## src/rtl/mem_dec_pkg.sv

```systemverilog
// Shared constants for the memory region decoder: default widths,
// well-known region indices and the boot-overlay state encoding.
package mem_dec_pkg;

    localparam int PAGE_W_DEF = 4;
    localparam int WAIT_W_DEF = 3;

    localparam int RGN_ROM = 0;
    localparam int RGN_VGA = 1;

    typedef enum logic {
        ST_BOOT = 1'b0,
        ST_RUN  = 1'b1
    } boot_state_t;

endpackage

```

## src/rtl/mem_region_decoder_if.sv

```systemverilog
// CPU-side bus of the region decoder: address and strobes in, selects and
// status back out. The master modport is the CPU; the slave is the decoder.
interface mem_region_decoder_if #(
    parameter int ADDR_W      = 16,
    parameter int NUM_REGIONS = 2
);
    logic [ADDR_W-1:0]      address;
    logic                   memread;
    logic                   memwrite;
    logic                   n_jorphant;
    logic [NUM_REGIONS-1:0] region_cs;
    logic                   ram_cs;
    logic                   ready;
    logic                   boot_active;
    logic                   wp_err;

    modport master (
        output address, memread, memwrite, n_jorphant,
        input  region_cs, ram_cs, ready, boot_active, wp_err
    );

    modport slave (
        input  address, memread, memwrite, n_jorphant,
        output region_cs, ram_cs, ready, boot_active, wp_err
    );
endinterface

```

## src/rtl/mem_region_decoder_wait_state_gen.sv

```systemverilog
// Wait-state counter: stretches an access by `count` clocks starting with the
// start cycle, and abandons the remaining waits if the strobe drops early.
module wait_state_gen #(
    parameter int WAIT_W = 3
) (
    input  logic              clock,
    input  logic              reset,
    input  logic              start,
    input  logic              strobe,
    input  logic [WAIT_W-1:0] count,
    output logic              ready
);
    logic [WAIT_W-1:0] cnt_reg;
    logic [WAIT_W-1:0] cnt_next;
    logic              load;

    // The start cycle itself is the first wait, so the counter holds one fewer.
    assign load = start && (count != '0);

    always_ff @(posedge clock or posedge reset) begin
        if (reset) begin
            cnt_reg <= '0;
        end else begin
            cnt_reg <= cnt_next;
        end
    end

    always_comb begin
        cnt_next = cnt_reg;
        if (load) begin
            cnt_next = count - 1'b1;
        end else if (!strobe) begin
            cnt_next = '0;
        end else if (cnt_reg != '0) begin
            cnt_next = cnt_reg - 1'b1;
        end
    end

    assign ready = !load && (cnt_reg == '0);

endmodule

```

## src/rtl/mem_region_decoder.sv

```systemverilog
// Page-granular chip-select decoder with boot overlay, per-region wait states,
// read-only write protection and phantom gating of the default RAM.
module mem_region_decoder
    import mem_dec_pkg::*;
#(
    parameter int                           ADDR_W       = 16,
    parameter int                           PAGE_W       = PAGE_W_DEF,
    parameter int                           NUM_REGIONS  = 2,
    parameter logic [NUM_REGIONS*PAGE_W-1:0] REGION_PAGES = {4'hE, 4'hF},
    parameter logic [NUM_REGIONS-1:0]       REGION_RO    = 2'b01,
    parameter int                           WAIT_W       = WAIT_W_DEF,
    parameter logic [NUM_REGIONS*WAIT_W-1:0] REGION_WAITS = {3'd0, 3'd1},
    parameter int                           RAM_WAITS    = 0,
    parameter int                           BOOT_REGION  = RGN_ROM,
    parameter logic [PAGE_W-1:0]            BOOT_PAGE    = 4'h0
) (
    input logic                  clock,
    input logic                  reset,
    mem_region_decoder_if.slave  bus
);
    localparam int SEL_W = (NUM_REGIONS > 1) ? $clog2(NUM_REGIONS) : 1;
    localparam logic [PAGE_W-1:0] BOOT_HOME = REGION_PAGES[BOOT_REGION*PAGE_W +: PAGE_W];

    logic [PAGE_W-1:0]      page;
    logic [NUM_REGIONS-1:0] hit;
    logic [SEL_W-1:0]       sel;
    logic                   any_hit;
    logic                   sel_ro;
    logic [WAIT_W-1:0]      sel_waits;
    logic [WAIT_W-1:0]      wait_n;
    logic [NUM_REGIONS-1:0] region_cs_next;
    logic                   strobe;
    logic                   strobe_q_reg;
    logic                   start;
    logic                   wp_err_reg;
    logic                   boot_active;
    logic                   ready;
    boot_state_t            state_reg;
    boot_state_t            state_next;
    logic                   addr_unused;

    assign page        = bus.address[ADDR_W-1 -: PAGE_W];
    assign addr_unused = ^bus.address[ADDR_W-PAGE_W-1:0];
    assign strobe      = bus.memread || bus.memwrite;
    assign start       = strobe && !strobe_q_reg;

    generate
        for (genvar gi = 0; gi < NUM_REGIONS; gi++) begin : g_hit
            localparam bit IS_BOOT = (gi == BOOT_REGION);
            assign hit[gi] = (page == REGION_PAGES[gi*PAGE_W +: PAGE_W])
                          || (IS_BOOT && boot_active && (page == BOOT_PAGE));
        end
    endgenerate

    // Scan from the top down so the lowest-index hit wins.
    always_comb begin
        sel     = '0;
        any_hit = 1'b0;
        for (int i = NUM_REGIONS - 1; i >= 0; i--) begin
            if (hit[i]) begin
                sel     = SEL_W'(i);
                any_hit = 1'b1;
            end
        end
    end

    assign sel_ro    = REGION_RO[sel];
    assign sel_waits = REGION_WAITS[int'(sel)*WAIT_W +: WAIT_W];
    assign wait_n    = any_hit ? sel_waits : WAIT_W'(RAM_WAITS);

    always_comb begin
        region_cs_next = '0;
        if (any_hit && (bus.memread || (bus.memwrite && !sel_ro))) begin
            region_cs_next[sel] = 1'b1;
        end
    end

    always_ff @(posedge clock or posedge reset) begin
        if (reset) begin
            strobe_q_reg <= 1'b0;
            wp_err_reg   <= 1'b0;
        end else begin
            strobe_q_reg <= strobe;
            wp_err_reg   <= start && bus.memwrite && any_hit && sel_ro;
        end
    end

    // Boot overlay FSM: state register, next-state and output processes.
    always_ff @(posedge clock or posedge reset) begin
        if (reset) begin
            state_reg <= ST_BOOT;
        end else begin
            state_reg <= state_next;
        end
    end

    always_comb begin
        state_next = state_reg;
        if (state_reg == ST_BOOT && bus.memread && page == BOOT_HOME) begin
            state_next = ST_RUN;
        end
    end

    always_comb begin
        boot_active = (state_reg == ST_BOOT);
    end

    wait_state_gen #(
        .WAIT_W (WAIT_W)
    ) u_wait (
        .clock  (clock),
        .reset  (reset),
        .start  (start),
        .strobe (strobe),
        .count  (wait_n),
        .ready  (ready)
    );

    assign bus.region_cs   = region_cs_next;
    assign bus.ram_cs      = !any_hit && strobe && bus.n_jorphant;
    assign bus.ready       = ready;
    assign bus.boot_active = boot_active;
    assign bus.wp_err      = wp_err_reg;

endmodule

```

## src/flat_wrapper.sv

```systemverilog
// flat-port wrapper written by rule: the top's interface ports become plain ports
module mem_region_decoder_flat import mem_dec_pkg::*;
#(
    parameter int                           ADDR_W       = 16,
    parameter int                           PAGE_W       = PAGE_W_DEF,
    parameter int                           NUM_REGIONS  = 2,
    parameter logic [NUM_REGIONS*PAGE_W-1:0] REGION_PAGES = {4'hE, 4'hF},
    parameter logic [NUM_REGIONS-1:0]       REGION_RO    = 2'b01,
    parameter int                           WAIT_W       = WAIT_W_DEF,
    parameter logic [NUM_REGIONS*WAIT_W-1:0] REGION_WAITS = {3'd0, 3'd1},
    parameter int                           RAM_WAITS    = 0,
    parameter int                           BOOT_REGION  = RGN_ROM,
    parameter logic [PAGE_W-1:0]            BOOT_PAGE    = 4'h0
)
  (clock, reset, bus_address, bus_memread, bus_memwrite, bus_n_jorphant, bus_region_cs, bus_ram_cs, bus_ready, bus_boot_active, bus_wp_err);
  mem_region_decoder_if #(.ADDR_W(ADDR_W), .NUM_REGIONS(NUM_REGIONS)) bus_i ();
  input logic clock;
  input logic reset;
  input wire logic [$bits(bus_i.address)-1:0] bus_address;
  input wire logic [$bits(bus_i.memread)-1:0] bus_memread;
  input wire logic [$bits(bus_i.memwrite)-1:0] bus_memwrite;
  input wire logic [$bits(bus_i.n_jorphant)-1:0] bus_n_jorphant;
  output wire logic [$bits(bus_i.region_cs)-1:0] bus_region_cs;
  output wire logic [$bits(bus_i.ram_cs)-1:0] bus_ram_cs;
  output wire logic [$bits(bus_i.ready)-1:0] bus_ready;
  output wire logic [$bits(bus_i.boot_active)-1:0] bus_boot_active;
  output wire logic [$bits(bus_i.wp_err)-1:0] bus_wp_err;
  assign bus_i.address = bus_address;
  assign bus_i.memread = bus_memread;
  assign bus_i.memwrite = bus_memwrite;
  assign bus_i.n_jorphant = bus_n_jorphant;
  assign bus_region_cs = bus_i.region_cs;
  assign bus_ram_cs = bus_i.ram_cs;
  assign bus_ready = bus_i.ready;
  assign bus_boot_active = bus_i.boot_active;
  assign bus_wp_err = bus_i.wp_err;
  mem_region_decoder #(.ADDR_W(ADDR_W), .PAGE_W(PAGE_W), .NUM_REGIONS(NUM_REGIONS), .REGION_PAGES(REGION_PAGES), .REGION_RO(REGION_RO), .WAIT_W(WAIT_W), .REGION_WAITS(REGION_WAITS), .RAM_WAITS(RAM_WAITS), .BOOT_REGION(BOOT_REGION), .BOOT_PAGE(BOOT_PAGE)) u_core (.clock(clock), .reset(reset), .bus(bus_i));
endmodule
```

## config.mk

```make
export PLATFORM = sky130hd
export DESIGN_NAME = mem_region_decoder_flat
export DESIGN_NICKNAME = d
export VERILOG_FILES = /design/src/rtl/mem_dec_pkg.sv /design/src/rtl/mem_region_decoder_if.sv /design/src/rtl/mem_region_decoder_wait_state_gen.sv /design/src/rtl/mem_region_decoder.sv /design/src/flat_wrapper.sv
export SDC_FILE = /design/constraint.sdc
export NUM_CORES = 1
export LEC_CHECK = 0
export BUFFER_PORTS_ARGS = -buffer_cell sky130_fd_sc_hd__buf_4
export CAP_MARGIN = 20
export CORE_AREA = 8 8 45 47
export CTS_CLUSTER_DIAMETER = 100
export DETAILED_ROUTE_END_ITERATION = 7
export DIE_AREA = 0 0 53 55
export PLACE_DENSITY_LB_ADDON = 0.08
export REMOVE_ABC_BUFFERS = 1
export SLEW_MARGIN = 0
export SYNTH_ARGS = -nofsm -noshare
export SYNTH_HDL_FRONTEND = slang
export SYNTH_SLANG_ARGS = --single-unit
```

## constraint.sdc

```tcl
create_clock -name clock -period 1.4 [get_ports clock]
set_clock_uncertainty 0.1 [all_clocks]
set_input_delay 0.14 -clock clock [delete_from_list [all_inputs] [get_ports clock]]
set_output_delay 0.14 -clock clock [all_outputs]
set_load 0.02 [all_outputs]
```

==> metrics, run 1 <==
design area 621 um2; Layout area overhead 81.0%; HP Class in -> reg; CTS clk-pin slew, worst paths 0.05 ns; CTS root buf clkbuf_4; CP Max Fanout 2; Crit path arrival time 1.29 ns; placed cells 73; Via-to-Cell Ratio 4.70; port bufs 14; max FFs per register 3; status complete, but fails checks; adder-cell area share of the yosys netlist 7.30%; Syn Area/Cell 8.79 um2; Peak Freq 652 MHz; Crit. End Element output pin; Ports 27; Final setup viols 4; Die ar. 2920 um2; grt total ovfl 0; Total GRT Usage 7.57%; crit share post-route 110%; worst skew pair latency 0.24 ns; fin cells 82; most frequent cells in the layout 21 x buf_4, 7 x inv_1, 6 x dfrtp_1, 5 x nor3_1, 4 x a21oi_1; ratio of cells with drive above 1 in the final layout 51.5%; largest net degree at the start of global routing 7; Max Cap Viol 0; Req. time, crit path 1.16 ns; number of H-tree levels 1; most common cell after layout, fill and taps aside buf_4; failing checks setup timing; simple-gate share of the synthesized area 25.5%; Avg WL per Cell 13.5 um; unrepaired setup endpoints after global routing yes; dpl cell area 498 um2; xor/xnor share of the synthesized area 2.55%; #FFs+latches synth 6; Final Hold Slack 0.0322 ns; fin util 44.8%; vias in the first global route 385; Compound-Gate Fraction of Synth Area 13.1%; DRC errors left 0; min Tclk post-route 1.53 ns; synth unique cells 14; Setup TNS -0.288 ns; register area share after synthesis 43.8%; Synth Warn # 0; P per Cell Area 1680 nW/um2; CP Class reg -> out; Starting Density 24.8%; RD Place Congestion 0.793; Mapped Area 343 um2; CTS Buf Count 3; CTS tree done; Total Nets Final 91; post-synthesis mux area share 0%; first-pass GRT wire length 1.61 mm; Diodes inserted 0; Leakage 0.318 nW; initial antenna violation count 0; CTS Buffer Depth 2; Pre-antenna DRT Iters 4; Slew @ Worst Pin 0.247 ns; Total Routed Length 1.11 mm; largest family of logic cells by synthesized area simple AND/OR/NAND/NOR gates; Core Rows 14; DR vias 385; Final Slew Violations 0; min setup slack post-route -0.133 ns; post-route ant nets 0; drt first-iter violations 3; Final Hold Fails 0; Die X 53 um; Slew headroom 83.5%; CP Launch Type register; Die H 55 um; DP HPWL 826 um; Core Area 1380 um2; VDD IR max 0.000823 V; # clock sinks 6; Post-Syn Instances 39
==> per-stage QoR <==
stage,total power [W],worst slack [ns]
3_3_place_gp,0.000597,0.0283
5_1_grt,0.00114,-0.205
6_report,0.00104,-0.133
2_1_floorplan,0.000470,-0.163
3_5_place_dp,0.000621,-0.0362
4_1_cts,0.000891,-0.121
==> cell type report <==
class	instances	area [um2]
fillers	149	763
multi-input cells	26	211
repair buffers	24	190
flip-flops and latches	6	150
inverters	7	26.3
clock buffers	3	22.5
well taps	16	20.0
==> final timing paths <==
check                                              start                       end  slack [ns]  depth (start not counted)
worst min-delay path                         bus_memread          u_core.state_reg        0.03                          3
max in group asynchronous                          reset  u_core.u_wait.cnt_reg[0]        0.72                          3
worst max-delay path            u_core.u_wait.cnt_reg[1]                 bus_ready       -0.13                          5
min in group asynchronous                          reset       u_core.strobe_q_reg        0.28                          3
worst min register to register          u_core.state_reg          u_core.state_reg        0.46                          2
worst max register to register  u_core.u_wait.cnt_reg[0]  u_core.u_wait.cnt_reg[0]       -0.08                          7
==> routing by layer <==
layer	global-route usage, %	wire length, um	vias up
met5	0	0	-
met4	2.59	0	0
met3	4.01	132	0
met2	14.6	593	13
met1	6.45	379	185
li1	-	-	187
==> Yosys cell counts (all sizes together) <==
cell type	n	area, um2
and4	1	11.3
xor2	1	8.76
nor3	6	30.0
a21oi	4	20.0
inv	7	26.3
nand2	2	7.51
a21boi	1	7.51
a22o	1	17.5
nor2b	1	6.26
and2	1	7.51
nand3	2	10.0
ha	2	25.0
dfrtp	6	150
nor2	4	15.0
==> critical path, cell delays in order, from the launching register on <==
cell and delay [ns]:
dfrtp_1 0.37, inv_1 0.07, ha_2 0.19, ha_4 0.13
a21boi_4 0.16, buf_6 0.13
==> power breakdown <==
part | switching [W] | total, W | internal, W | leakage, nW
sequential | 0.0000195 | 0.000238 | 0.000219 | 0.0704
clock | 0.0000596 | 0.000156 | 0.0000968 | 0.0138
combinational | 0.000278 | 0.000647 | 0.000368 | 0.234
total | 0.000357 | 0.00104 | 0.000684 | 0.318
==> logic make-up after synthesis <==
kind of cell / Yosys count
xor+xnor: 1
simple gates: 17
fa+ha+maj: 2
buf+inv: 7
flops: 6
compound gates: 6
==> what timing repair did <==
item	CTS	global route
cloned	0	0
endpoints found under the setup margin	5	5
hold buffers	1	0
buffers inserted	3	2
pin swaps	1	4
gates resized for setup	7	5
endpoints found under the hold margin	6	0
No activity file was read; power rests on OpenSTA's default activity.
==> run 2: changes to the inputs <==
--- a/config.mk
+++ b/config.mk
@@ -8,6 +8,7 @@
 export BUFFER_PORTS_ARGS = -buffer_cell sky130_fd_sc_hd__buf_4
 export CAP_MARGIN = 20
 export CORE_AREA = 8 8 45 47
+export CTS_BUF_LIST = sky130_fd_sc_hd__clkbuf_8
 export CTS_CLUSTER_DIAMETER = 100
 export DETAILED_ROUTE_END_ITERATION = 7
 export DIE_AREA = 0 0 53 55
==> metrics, run 2 (synthesis gave the netlist of run 1 again) <==
CTS Buffer Depth 2; failing checks setup timing; clock network power share 20.5%; post-route ant nets 0; Leakage 0.331 nW; reg2reg end u_core.u_wait.cnt_reg[0]; Crit. End Element output pin; largest net degree at the start of global routing 7; Die X 53 um; Peak Freq 660 MHz; Final setup viols 3; CP Max Fanout 2; Crit path arrival time 1.27 ns; Switching Power 0.000429 W; status complete, but fails checks; Final Hold Fails 0; Worst Path Buf+Inv 2; Diodes inserted 0; first-pass GRT wire length 1.65 mm; drt first-iter violations 4; max FFs per register 3; unrepaired setup endpoints after global routing yes; hold path startpoint bus_memread; Core Area 1380 um2; reg-to-reg slack, setup -0.03 ns; Total Routed Length 1.17 mm; most frequent cells in the layout 20 x buf_4, 7 x inv_1, 6 x dfrtp_1, 4 x nor3_1; number of H-tree levels 1; Comb pwr share 60.8%; sequential power share 18.8%; CP Class reg -> out; vias in the first global route 388; # clock sinks 6; Die ar. 2920 um2; Ports 27; Max stage delay on crit path 0.36 ns; Die H 55 um; Total Nets Final 91; P per Cell Area 1920 nW/um2; internal cell power 0.000842 W; Pre-antenna DRT Iters 4; Slew headroom 82.8%; Slew @ Worst Pin 0.258 ns; Avg WL per Cell 14.3 um; port bufs 14; HP Class in -> reg; DP HPWL 826 um; CTS tree done; hold depth 3; ratio of cells with drive above 1 in the final layout 57.6%; Crit-path slowest cell dfrtp_1; CP Launch Type register; min setup slack post-route -0.115 ns; grt total ovfl 0; RD Place Congestion 0.793; worst slack at placement -0.0362 ns; crit share post-route 108%; Final Slew Violations 0; Setup TNS -0.153 ns; fillers 148; Starting Density 24.8%; Max Cap Viol 0; DR vias 387; VDD IR max 0.000798 V; Layout area overhead 93.4%; most common cell after layout, fill and taps aside buf_4; cell depth of the worst flop-to-flop path 7; CTS clk-pin slew, worst paths 0.04 ns; CTS root buf clkbuf_8; design area 663 um2; Largest delay share family, worst path flip-flops; CTS Buf Count 3; initial antenna violation count 0; Via-to-Cell Ratio 4.72; dpl cell area 498 um2; min Tclk post-route 1.51 ns; Req. time, crit path 1.16 ns; hold path endpoint u_core.state_reg; DRC errors left 0; R2R Path Start u_core.u_wait.cnt_reg[0]; Total GRT Usage 8.01%; worst-path cell chain inv_1, ha_2, ha_4, a21boi_4, buf_6; Core Rows 14; sw frac 33.8%; worst skew pair latency 0.22 ns
## run 2: worst max-delay path by stage
stage                             start                       end  slack (ns)  cells after the start
4_1_cts        u_core.u_wait.cnt_reg[0]                 bus_ready        -0.1                      5
3_5_place_dp   u_core.u_wait.cnt_reg[0]  u_core.u_wait.cnt_reg[1]       -0.04                      7
6_report       u_core.u_wait.cnt_reg[1]                 bus_ready       -0.11                      5
5_1_grt        u_core.u_wait.cnt_reg[1]                 bus_ready       -0.17                      5
3_3_place_gp   u_core.u_wait.cnt_reg[0]  u_core.u_wait.cnt_reg[1]        0.03                      7
2_1_floorplan  u_core.u_wait.cnt_reg[0]                 bus_ready       -0.16                      4
## run 2: what timing repair did
item / in CTS / in global routing
hold buffers: 1 / 0
gates resized for setup: 7 / 11
endpoints found under the setup margin: 5 / 5
endpoints found under the hold margin: 6 / 0
setup buffers: 3 / 2
pin swaps: 1 / 4
## run 2: power groups by stage
stage               Combinational [W]  Clock (W)  Sequential [W]
finish                       0.000772   0.000260        0.000239
global route                 0.000824   0.000282        0.000243
CTS                          0.000488   0.000273        0.000237
detailed placement           0.000377          0        0.000243
global placement             0.000357          0        0.000240
floorplan                    0.000231          0        0.000239
## run 2: final cells by class
class | count | area, um2 | share of cell area, %
inverters | 7 | 26.3 | 3.96
repair buffers | 24 | 194 | 29.2
well taps | 16 | 20.0 | 3.02
multi-input cells | 26 | 231 | 34.9
flip-flops and latches | 6 | 150 | 22.6
clock buffers | 3 | 41.3 | 6.23
## run 2: layer usage
layer  vias to the layer above  track usage [%]  wire [um]
li1                        184                -          -
met5                         -                0          0
met4                         0             5.17          0
met2                        14             15.0        652
met3                         0             4.01        130
met1                       189             6.45        392
## run 2: worst min-delay path, cell delays in order
cell     delay (ns)
buf_4          0.09
nand2_1        0.04
nand2_1        0.06
## run 2: metrics by stage
step	hold WS [ns]	instances	total power [W]	utilization, %
2_1_floorplan	-0.169	39	0.000470	-
3_3_place_gp	-0.0225	73	0.000597	36.0
3_5_place_dp	-0.0185	73	0.000621	36.0
4_1_cts	0.0480	80	0.000999	43.0
5_1_grt	0.0607	82	0.00135	47.9
6_report	0.0504	82	0.00127	47.9
